## src/rtl/spi_cmd_pkg.sv

```systemverilog
// Sprite-engine command definitions shared by the host-side SPI sender and the
// receiver-side command parser: opcode values and payload length per opcode.
// Pure constants/functions; no logic, no latency, no flow control.
package spi_cmd_pkg;

  localparam logic [7:0] CMD_SEND_SPRITE = 8'h00;
  localparam logic [7:0] CMD_DRAW_SPRITE = 8'h01;

  // Sprite id byte plus 512 pixel bytes.
  localparam logic [15:0] SEND_SPRITE_LEN = 16'd513;
  localparam logic [15:0] DRAW_SPRITE_LEN = 16'd2;

  // Number of payload bytes that follow the opcode byte; unknown opcodes are
  // sent as a bare opcode byte.
  function automatic logic [15:0] cmd_payload_len(input logic [7:0] opcode);
    case (opcode)
      CMD_SEND_SPRITE: cmd_payload_len = SEND_SPRITE_LEN;
      CMD_DRAW_SPRITE: cmd_payload_len = DRAW_SPRITE_LEN;
      default:         cmd_payload_len = 16'd0;
    endcase
  endfunction

endpackage

```

## src/rtl/spi_sck_divider.sv

```systemverilog
// SPI half-period timer: reloads to CLK_DIV-1 on load, counts down, holds at 0.
// Latency: tick is high while the count is 0, i.e. CLK_DIV cycles after a load.
// Backpressure: none; the owning FSM decides when a phase starts via load.
//
// Ports: clk, rst_n (async active-low), load (start a new half-period),
//        tick (current cycle is the last one of the half-period).
module spi_sck_divider #(
  parameter int unsigned CLK_DIV = 4
) (
  input  logic clk,
  input  logic rst_n,
  input  logic load,
  output logic tick
);

  localparam logic [7:0] RELOAD = 8'(CLK_DIV - 1);

  logic [7:0] cnt;

  always_ff @(posedge clk or negedge rst_n) begin
    if (!rst_n) begin
      cnt <= 8'd0;
    end else if (load) begin
      cnt <= RELOAD;
    end else if (cnt != 8'd0) begin
      cnt <= cnt - 8'd1;
    end
  end

  assign tick = (cnt == 8'd0);

endmodule

```

## src/rtl/spi_command_sender.sv

```systemverilog
// SPI mode-0 master that sends an opcode byte followed by its payload bytes.
// Latency: cs_n falls the cycle after acceptance; unstalled frame holds cs_n low (16*N+1)*CLK_DIV cycles.
// Backpressure: cmd_ready only in IDLE; a missing payload byte parks the link with sck low until it arrives.
//
// Ports: clk, rst_n (async active-low); cmd_valid/cmd_ready/cmd_opcode command
//        handshake; payload_valid/payload_ready/payload_data byte handshake;
//        busy; SPI link cs_n, sck, mosi.
// Build option: define SPI_SENDER_ABORT_EN to add the abort input, which ends
//        the current frame early through HOLD and GAP.
module spi_command_sender
  import spi_cmd_pkg::*;
#(
  parameter int unsigned CLK_DIV = 4
) (
  input  logic       clk,
  input  logic       rst_n,
`ifdef SPI_SENDER_ABORT_EN
  input  logic       abort,
`endif
  input  logic       cmd_valid,
  output logic       cmd_ready,
  input  logic [7:0] cmd_opcode,
  input  logic       payload_valid,
  output logic       payload_ready,
  input  logic [7:0] payload_data,
  output logic       busy,
  output logic       cs_n,
  output logic       sck,
  output logic       mosi
);

  typedef enum logic [2:0] {IDLE, SETUP, SCK_HIGH, SCK_LOW, FETCH, HOLD, GAP} state_t;

  state_t      state, state_d;
  logic [6:0]  shift_q;     // bits of the current byte still to be sent after mosi
  logic [2:0]  bit_cnt;     // index of the bit currently on mosi, 0 = MSB
  logic [15:0] remaining;   // payload bytes not yet fetched
  logic        cs_n_q, sck_q, mosi_q;

  logic        div_load, tick;
  logic        accept, take, shift_en;
  logic        abort_req;

`ifdef SPI_SENDER_ABORT_EN
  assign abort_req = abort;
`else
  assign abort_req = 1'b0;
`endif

  spi_sck_divider #(.CLK_DIV(CLK_DIV)) u_div (
    .clk  (clk),
    .rst_n(rst_n),
    .load (div_load),
    .tick (tick)
  );

  always_comb begin
    state_d  = state;
    div_load = 1'b0;
    accept   = 1'b0;
    take     = 1'b0;
    shift_en = 1'b0;
    case (state)
      IDLE: begin
        if (cmd_valid) begin
          accept   = 1'b1;
          state_d  = SETUP;
          div_load = 1'b1;
        end
      end
      SETUP, SCK_LOW: begin
        if (tick) begin
          state_d  = SCK_HIGH;
          div_load = 1'b1;
        end
      end
      SCK_HIGH: begin
        if (tick) begin
          div_load = 1'b1;
          if (bit_cnt != 3'd7) begin
            shift_en = 1'b1;
            state_d  = SCK_LOW;
          end else if (remaining != 16'd0) begin
            state_d = FETCH;
          end else begin
            state_d = HOLD;
          end
        end
      end
      FETCH: begin
        // The cycle a byte is taken is the first cycle of its low phase: its
        // MSB reaches mosi through the bypass below in that same cycle, so the
        // phase still lasts CLK_DIV cycles but an unstalled fetch costs nothing
        // extra. The counter keeps running into SCK_LOW rather than reloading.
        if (payload_valid) begin
          take = 1'b1;
          if (tick) begin
            state_d  = SCK_HIGH;
            div_load = 1'b1;
          end else begin
            state_d = SCK_LOW;
          end
        end else begin
          div_load = 1'b1;  // park with a full low phase ready to start
        end
      end
      HOLD: begin
        if (tick) begin
          state_d  = GAP;
          div_load = 1'b1;
        end
      end
      GAP: begin
        if (tick) begin
          state_d = IDLE;
        end
      end
      default: state_d = IDLE;
    endcase

    // HOLD and GAP are already closing the frame; restarting HOLD from GAP
    // would drop cs_n again, so abort only acts while bytes are in flight.
    if (abort_req && (state == SETUP || state == SCK_HIGH ||
                      state == SCK_LOW || state == FETCH)) begin
      state_d  = HOLD;
      div_load = 1'b1;
      take     = 1'b0;
      shift_en = 1'b0;
    end
  end

  always_ff @(posedge clk or negedge rst_n) begin
    if (!rst_n) begin
      state     <= IDLE;
      shift_q   <= 7'd0;
      bit_cnt   <= 3'd0;
      remaining <= 16'd0;
      cs_n_q    <= 1'b1;
      sck_q     <= 1'b0;
      mosi_q    <= 1'b0;
    end else begin
      state  <= state_d;
      // Link outputs are registered from the next state so they never glitch.
      cs_n_q <= (state_d == IDLE) || (state_d == GAP);
      sck_q  <= (state_d == SCK_HIGH);
      if (accept) begin
        shift_q   <= cmd_opcode[6:0];
        mosi_q    <= cmd_opcode[7];
        bit_cnt   <= 3'd0;
        remaining <= cmd_payload_len(cmd_opcode);
      end else if (take) begin
        shift_q   <= payload_data[6:0];
        mosi_q    <= payload_data[7];
        bit_cnt   <= 3'd0;
        remaining <= remaining - 16'd1;
      end else if (shift_en) begin
        shift_q <= {shift_q[5:0], 1'b0};
        mosi_q  <= shift_q[6];
        bit_cnt <= bit_cnt + 3'd1;
      end
    end
  end

  assign cmd_ready     = (state == IDLE);
  assign busy          = (state != IDLE);
  assign payload_ready = take;
  assign cs_n          = cs_n_q;
  assign sck           = sck_q;
  assign mosi          = take ? payload_data[7] : mosi_q;

endmodule
```

## config.mk

```make
export PLATFORM = sky130hd
export DESIGN_NAME = spi_command_sender
export DESIGN_NICKNAME = d
export VERILOG_FILES = /design/src/rtl/spi_cmd_pkg.sv /design/src/rtl/spi_sck_divider.sv /design/src/rtl/spi_command_sender.sv
export SDC_FILE = /design/constraint.sdc
export NUM_CORES = 1
export LEC_CHECK = 0
export CORE_ASPECT_RATIO = 1.75
export CORE_MARGIN = 2
export CORE_UTILIZATION = 57
export CTS_BUF_LIST = sky130_fd_sc_hd__clkbuf_8
export CTS_CLUSTER_SIZE = 24
export DETAILED_ROUTE_END_ITERATION = 16
export GPL_TIMING_DRIVEN = 1
export PLACE_DENSITY = 0.8
export RECOVER_POWER = 50
export SLEW_MARGIN = 10
export SYNTH_ARGS = -nofsm -noshare
export SYNTH_HDL_FRONTEND = slang
export SYNTH_HIERARCHICAL = 1
export SYNTH_SLANG_ARGS = --single-unit
```

## constraint.sdc

```tcl
create_clock -name clk -period 4 [get_ports clk]
set_clock_uncertainty 0.1 [all_clocks]
set_input_delay 1.2 -clock clk [delete_from_list [all_inputs] [get_ports clk]]
set_output_delay 1.2 -clock clk [all_outputs]
set_load 0.01 [all_outputs]
```

# == Word level (Yosys, flattened, before mapping) ==
# Index checks and enable logic that the tools add are counted.
# word_totals
input_bits,20
regBits,40
output_inout_bits,6
wordCells,69
# op_classes
add_sub_neg,3
reduce_logical,13
mux,35
eq_ne,10
# ops
op,count
16-bit 2-to-1 mux,2
3-bit 2-to-1 mux,10
7-bit 2-to-1 mux,3
10-bit one-hot mux with 2 select lines,1
3-bit one-hot mux with 6 select lines,1
8-bit logical NOT,2
8-bit 2-to-1 mux,2
16-bit nonzero test,1
16-bit by 1-bit subtractor with 16-bit output (second input constant),1
1-bit 2-to-1 mux,15
3-bit == test (second input constant),4
3-bit by 2-bit == test with 1-bit output (second input constant),3
8-bit by 1-bit == test with 1-bit output (second input constant),1
8-bit nonzero test,1
8-bit by 1-bit subtractor with 8-bit output (second input constant),1
3-bit logical NOT,2
3-bit nonzero test,2
2-bit nonzero test,2
4-bit OR reduction,1
3-bit by 1-bit adder with 3-bit output (second input constant),1
3-bit by 1-bit == test with 1-bit output (second input constant),1
3-bit inequality test (second input constant),1
1-bit one-hot mux with 3 select lines,1
2-bit OR reduction,1
1-bit logical OR,1

# == Depth between registers and ports, before layout ==
# Gate-level depths: netlist (run 1).
# logic_depth
word_depth,7
mapped_depth,10
mapped_depth_nobuf,9

# == Hierarchy ==
# Netlist (run 1), hierarchy kept.
# modules_own_cells
module,area_per_inst_um2,instances,cells_per_inst,seq_area_each_um2
spi_command_sender,1685.4,1,183,802.0
spi_sck_divider,430.4,1,43,200.2

# == Worst setup path after synthesis (run 1) ==
# Ideal clock, no wire load.
# synth_path
path_type,input to output
start,input payload_valid
end,output mosi
path_buffers,0
t_arrival_ps,1868
setup_slack_ps,832
t_required_ps,2700
path_stages,3
cell_sequence,nand3_2 clkinv_1 o21ai_0
# synth_via
elab_chain_cells,3
# synth_lines
element,line,source
"start, declared",spi_command_sender.sv:23,"input logic payload_valid,"
1-bit 2-to-1 mux,spi_command_sender.sv:95,if (payload_valid) begin
1-bit 2-to-1 mux,spi_command_sender.sv:63,case (state)
via payload_ready,spi_command_sender.sv:24,"output logic payload_ready,"
1-bit 2-to-1 mux,spi_command_sender.sv:169,assign mosi = take ? payload_data[7] : mosi_q;
"end, declared",spi_command_sender.sv:29,output logic mosi
# The timed path passes the listed nets, and every way through them passes these cells.

# == Worst setup path in the final report (run 1) ==
# layout_path
start,input payload_valid
end,output mosi
# layout_via
elab_chain_cells,3
# layout_lines
element,line
1-bit 2-to-1 mux,spi_command_sender.sv:95
1-bit 2-to-1 mux,spi_command_sender.sv:63
1-bit 2-to-1 mux,spi_command_sender.sv:169
# No other way between the ends.

==> results_dict.tcl, run 1 <==
set metrics [dict create \
    finalNetCount 284 \
    place.gp.congestion 0.741 \
    grt_usage_pct 23.6 \
    rsz0062_at_grt "no" \
    tns_ns 0 \
    postCtsResizedCells 0 \
    arrival_ns 2.58 \
    cts_setup_buffers 0 \
    crit_chain "clkdlybuf4s50_1 > nand3_2 > clkinv_1 > nand2_1 > o21ai_0 > clkdlybuf4s50_1" \
    core-area_um2 3590 \
    synth_ff_type "dfrtp_1" \
    slew_violations 41 \
    endpoint_kind "primary output" \
    hold_class "reg -> reg" \
    layout.cells.most_common "dfrtp_1" \
    die_w_um 50.1 \
    p_seq_share_pct 52.6 \
    clk_latency_ns 0.30 \
    cts.sinks 40 \
    ant_nets 0 \
    sw_frac_of_total_pct 21.3 \
    synth_fp_nets 251 \
    vias 1772 \
    cp.required_ns 2.70 \
    globalRouteOverflowTotal 0 \
    clock.fmax_mhz 258 \
    syn_area_um2 2120 \
    cp_top_family "buffers and inverters" \
    cts_hold_buffers 0 \
    synth-seq-area-share_pct 47.4 \
    max_stage_delay_ns 0.55 \
    setup_ws_ns 0.118 \
    grt_max_degree 41 \
    synth.largest_area_cell "dfrtp_1" \
    start_kind "input port" \
    cap_violations 1 \
    p_leak_nw 1.16 \
    setup_viol 0 \
    postSynthRegisterBits 40 \
    cts_max_path_buffers 2 \
    cp_common_cell "clkdlybuf4s50_1" \
    synth_top_area_share_pct 46.1 \
    ios 26 \
    final_area_um2 2550 \
    peakVddDrop_v 0.000262 \
    dp_hpwl_mm 3.10 \
    syn_inst 226 \
    synth_edf_count 0 \
    grt_pass1_vias 1760 \
    routed_wl_mm 4.29 \
    drt-initial-drc-count 46 \
    critical_path_class "in -> out" \
    die-area_um2 4230 \
    insertedDiodeCount 0 \
    grt_first_pass_wirelength_mm 7.71 \
    finalCritPeriodShare_pct 97.1 \
    worst-path-buf-inv 3 \
    hold_viol 0 \
    root_buffer "clkbuf_8" \
    internal-power_mw 0.606 \
    path_clk_slew_ns 0.08 \
    placed_area_um2 2450 \
    avgSynthCellArea_um2 9.36 \
    drc 0 \
    synthTopCellsByArea "dfrtp_1 46%, nor2_1 5.0%, nand2_1 3.4%, o21ai_0 3.3%, xnor2_1 3.3%" \
    fin_crit_ns 3.88 \
    drive_above_1_share_pct 9.23 \
    cts_tree "done" \
    pre_cts_ws_ns 0.104 \
    cts_made_buffers 5 \
    switchingPower_mw 0.164 \
    worst-path-max-fanout 4 \
    p_clk_share_pct 43.4 \
    yosys_warnings 6 \
    drtPass1Iterations 4 \
    p_per_area_nw_per_um2 302 \
    slowest_stage "clkdlybuf4s50_1" \
    area_delta_synth_final_pct 20.7 \
    outcome "finished with violations" \
    synth.distinct_cells 51 \
    max-slew-margin-rel_pct -39.5 \
    synthArstFlopShare_pct 100 \
    rows 29 \
    detail_route.vias_per_cell 5.79 \
    antenna_found_initial 0 \
    failed_checks "capacitance limit, slew limit" \
    fp.dieH_um 84.6 \
    io_buffers 25 \
    floorplan.initialDensity_pct 58.9 \
    p_comb_share_pct 4.0 \
    ctsHtreeMaxLevel 2 \
    wire_per_inst_um 14.0 \
    tightestPinTransition_ns 2.09 \
    final_cell_mix "39 x dfrtp_1, 28 x nor2_1, 24 x clkdlybuf4s50_1" \
]
routing by layer:
metal	global-route usage, %	vias up	wire length (um)
li1	-	882	-
met3	4.27	6	105
met5	0	-	0
met4	9.09	0	77
met2	42.8	29	2380
met1	26.3	855	1730
through the flow:
stage          power (mW)  instances  utilization [%]  hold slack [ns]
4_1_cts             0.777        306             71.3            0.385
3_5_place_dp        0.445        298             68.2            0.366
6_report            0.770        306             71.1            0.381
5_1_grt             0.796        306             71.1            0.411
2_1_floorplan       0.416        226                -            0.349
3_3_place_gp        0.445        298             68.2            0.363
synthesized netlist by cell type, types with 3 or more instances:
cell type   n
xor2_1      4
nor3_1      7
o31ai_1     9
ha_1        5
o21ai_0    14
nor2_1     28
o22ai_1     8
xnor2_1     8
a21oi_1    12
nand2_1    19
nor4_1      4
inv_1      11
or3_1       6
dfrtp_1    39
nand3_1     3
clkbuf_1    6
nand2b_1    3
power groups by stage:
stage | logic [mW] | registers [mW] | clock network [mW]
2_1_floorplan | 0.00294 | 0.413 | 0
3_3_place_gp | 0.0320 | 0.413 | 0
3_5_place_dp | 0.0322 | 0.413 | 0
4_1_cts | 0.0323 | 0.405 | 0.340
5_1_grt | 0.0351 | 0.405 | 0.356
6_report | 0.0309 | 0.405 | 0.334
worst min-delay path: cells and delay by family (launching register included):
kind | cells | cell delay, ns
AND/OR/NAND/NOR | 1 | 0.05
flip-flops | 1 | 0.35
AO/OA/AOI/OAI | 1 | 0.05
logic make-up after synthesis:
family | after synthesis | share of synthesized area (%)
adder cells (fa/ha/maj) | 5 | 2.96
AO/OA/AOI/OAI | 58 | 17.8
flip-flops | 40 | 47.4
XOR/XNOR | 12 | 4.97
AND/OR/NAND/NOR | 90 | 22.5
multiplexers | 2 | 1.01
buffers and inverters | 19 | 3.43
area by class of cell:
cell class / count / area, um2
Fill cell: 289 / 1040
Clock inverter: 3 / 42.5
Tap cell: 46 / 57.6
Timing Repair Buffer: 33 / 297
Clock buffer: 5 / 68.8
Multi-Input combinational cell: 167 / 1040
Inverter: 12 / 45.0
Sequential cell: 40 / 1000
sequential cells by signal, summed over array words and instances, names as in the netlist:
name / cells
bit_cnt: 3
u_div/cnt: 8
state: 3
shift_q: 7
mosi_q: 1
cs_n: 1
sck: 1
remaining: 16
final timing paths:
kind / start / endpoint / slack, ns / cells after the start
worst min register to register: shift_q[6] / shift_q[6] / 0.38 / 2
worst max-delay path: payload_valid / mosi / 0.12 / 6
worst max register to register: u_div/cnt[0] / mosi_q / 1.19 / 10
max in group asynchronous: rst_n / remaining[4] / 1.20 / 1
min in group asynchronous: rst_n / state[2] / 1.39 / 1
worst min-delay path: shift_q[6] / shift_q[6] / 0.38 / 2
(Power assumes the default switching activity.)
==> run 2: changes to the inputs <==
Settings changed: ABC_CLOCK_PERIOD_IN_PS set to 4000, RECOVER_POWER 50 to unset, SLEW_MARGIN 10 to unset.
==> results_dict.tcl, run 2 (synthesis results as in run 1) <==
set metrics [dict create \
    outcome "finished clean" \
    holdWs_ns 0.381 \
    drive_above_1_share_pct 10.4 \
    p_leak_nw 1.17 \
    path_clk_slew_ns 0.08 \
    n_fill_cell 287 \
    worst-path-max-fanout 4 \
    clk_latency_ns 0.30 \
    insertedDiodeCount 0 \
    die_w_um 50.1 \
    rsz0062_at_grt "no" \
    cap_violations 0 \
    slowest_stage "clkdlybuf4s50_1" \
    die-area_um2 4230 \
    ant_nets 0 \
    clock.fmax_mhz 257 \
    cts_setup_buffers 0 \
    drt-initial-drc-count 48 \
    root_buffer "clkbuf_8" \
    drtPass1Iterations 4 \
    cts_hold_buffers 0 \
    fin_crit_ns 3.89 \
    cp.depth 6 \
    postCtsResizedCells 0 \
    pre_cts_ws_ns 0.104 \
    floorplan.initialDensity_pct 58.9 \
    setup_ws_ns 0.111 \
    antenna_found_initial 0 \
    crit_end "mosi" \
    endpoint_kind "primary output" \
    routed_wl_mm 4.30 \
    ios 26 \
    hold_viol 0 \
    cts_max_path_buffers 2 \
    cp_common_cell "clkdlybuf4s50_1" \
    tightestPinTransition_ns 1.05 \
    grt_max_degree 41 \
    rr_worst_depth 10 \
    worst-path-buf-inv 3 \
    cts.sinks 40 \
    max_stage_delay_ns 0.55 \
    crit_chain "clkdlybuf4s50_1 > nand3_2 > clkinv_1 > nand2_1 > o21ai_0 > clkdlybuf4s50_1" \
    globalRouteOverflowTotal 0 \
    peakVddDrop_v 0.000262 \
    crit_path_start "payload_valid" \
    grt_first_pass_wirelength_mm 7.71 \
    finalNetCount 284 \
    max-slew-margin-rel_pct 29.9 \
    final_cell_mix "39 x dfrtp_1, 28 x nor2_1, 24 x clkdlybuf4s50_1" \
    setup_viol 0 \
    place.gp.congestion 0.741 \
    fp.dieH_um 84.6 \
    critical_path_class "in -> out" \
    detail_route.vias_per_cell 5.79 \
    wire_per_inst_um 14.1 \
    cp.required_ns 2.70 \
    start_kind "input port" \
    slew_violations 0 \
    p_per_area_nw_per_um2 301 \
    vias 1771 \
    top_register "remaining" \
    reg2reg_from "u_div/cnt[0]" \
    grt_pass1_vias 1760 \
    layout.cells.most_common "dfrtp_1" \
    drc 0 \
    grt_usage_pct 23.6 \
    hold_class "reg -> reg" \
    reg_top3 "remaining x16, u_div/cnt x8, shift_q x7" \
    cp_top_family "buffers and inverters" \
    arrival_ns 2.59 \
    finalCritPeriodShare_pct 97.2 \
    r2r_slack_ns 1.18 \
    dp_hpwl_mm 3.10 \
    area_delta_synth_final_pct 21.1 \
    largest_reg_flops 16 \
    timing.rr.end "mosi_q" \
    cts_tree "done" \
    io_buffers 25 \
    rows 29 \
    tns_ns 0 \
    cts_made_buffers 5 \
    core-area_um2 3590 \
    ctsHtreeMaxLevel 2 \
]
[run 2: metal layers]
metal	wire (um)	GRT usage [%]	up-vias
met1	1720	26.3	852
met5	0	0	-
met4	77	9.09	0
li1	-	-	882
met3	115	4.27	6
met2	2390	42.8	31
[run 2: final cells by class]
type | instances | area, um2 | area share (%)
clock buffer | 5 | 68.8 | 2.69
multi-input combinational | 167 | 1040 | 40.6
inverter | 12 | 45.0 | 1.76
tap | 46 | 57.6 | 2.25
sequential | 40 | 1000 | 39.1
timing repair buffer | 33 | 305 | 11.9
clock inverter | 3 | 42.5 | 1.66
[run 2: metrics by stage]
stage	power [mW]	cell area [um2]	utilization, %	std cells
after floorplan	0.416	2120	-	226
after detailed placement	0.445	2450	68.2	298
final	0.771	2560	71.3	306
after CTS	0.777	2560	71.3	306
after global placement	0.445	2450	68.2	298
after global routing	0.797	2560	71.3	306
[run 2: worst reg2reg max path, stage by stage (launching register included)]
cell and delay (ns):
dfrtp_1 0.41, inv_1 0.09, ha_1 0.23, nor4b_1 0.31, and2_1 0.41, nand2_1 0.16, nor4_1 0.22, buf_4 0.18
nor2_1 0.21, a211oi_1 0.28, a21oi_1 0.07
[run 2: worst min path at each step]
stage                from         end  slack [ns]  cells after the start
2_1_floorplan  shift_q[6]  shift_q[6]        0.35                      2
3_3_place_gp   shift_q[6]  shift_q[6]        0.36                      2
3_5_place_dp   shift_q[6]  shift_q[6]        0.37                      2
4_1_cts        shift_q[6]  shift_q[6]        0.39                      2
5_1_grt        shift_q[6]  shift_q[6]        0.41                      2
6_report       shift_q[6]  shift_q[6]        0.38                      2
[run 2: power by group]
part,switching [mW],total [mW],internal (mW)
Clock,0.150,0.335,0.185
Sequential,0.000353,0.405,0.405
Combinational,0.0138,0.0316,0.0179
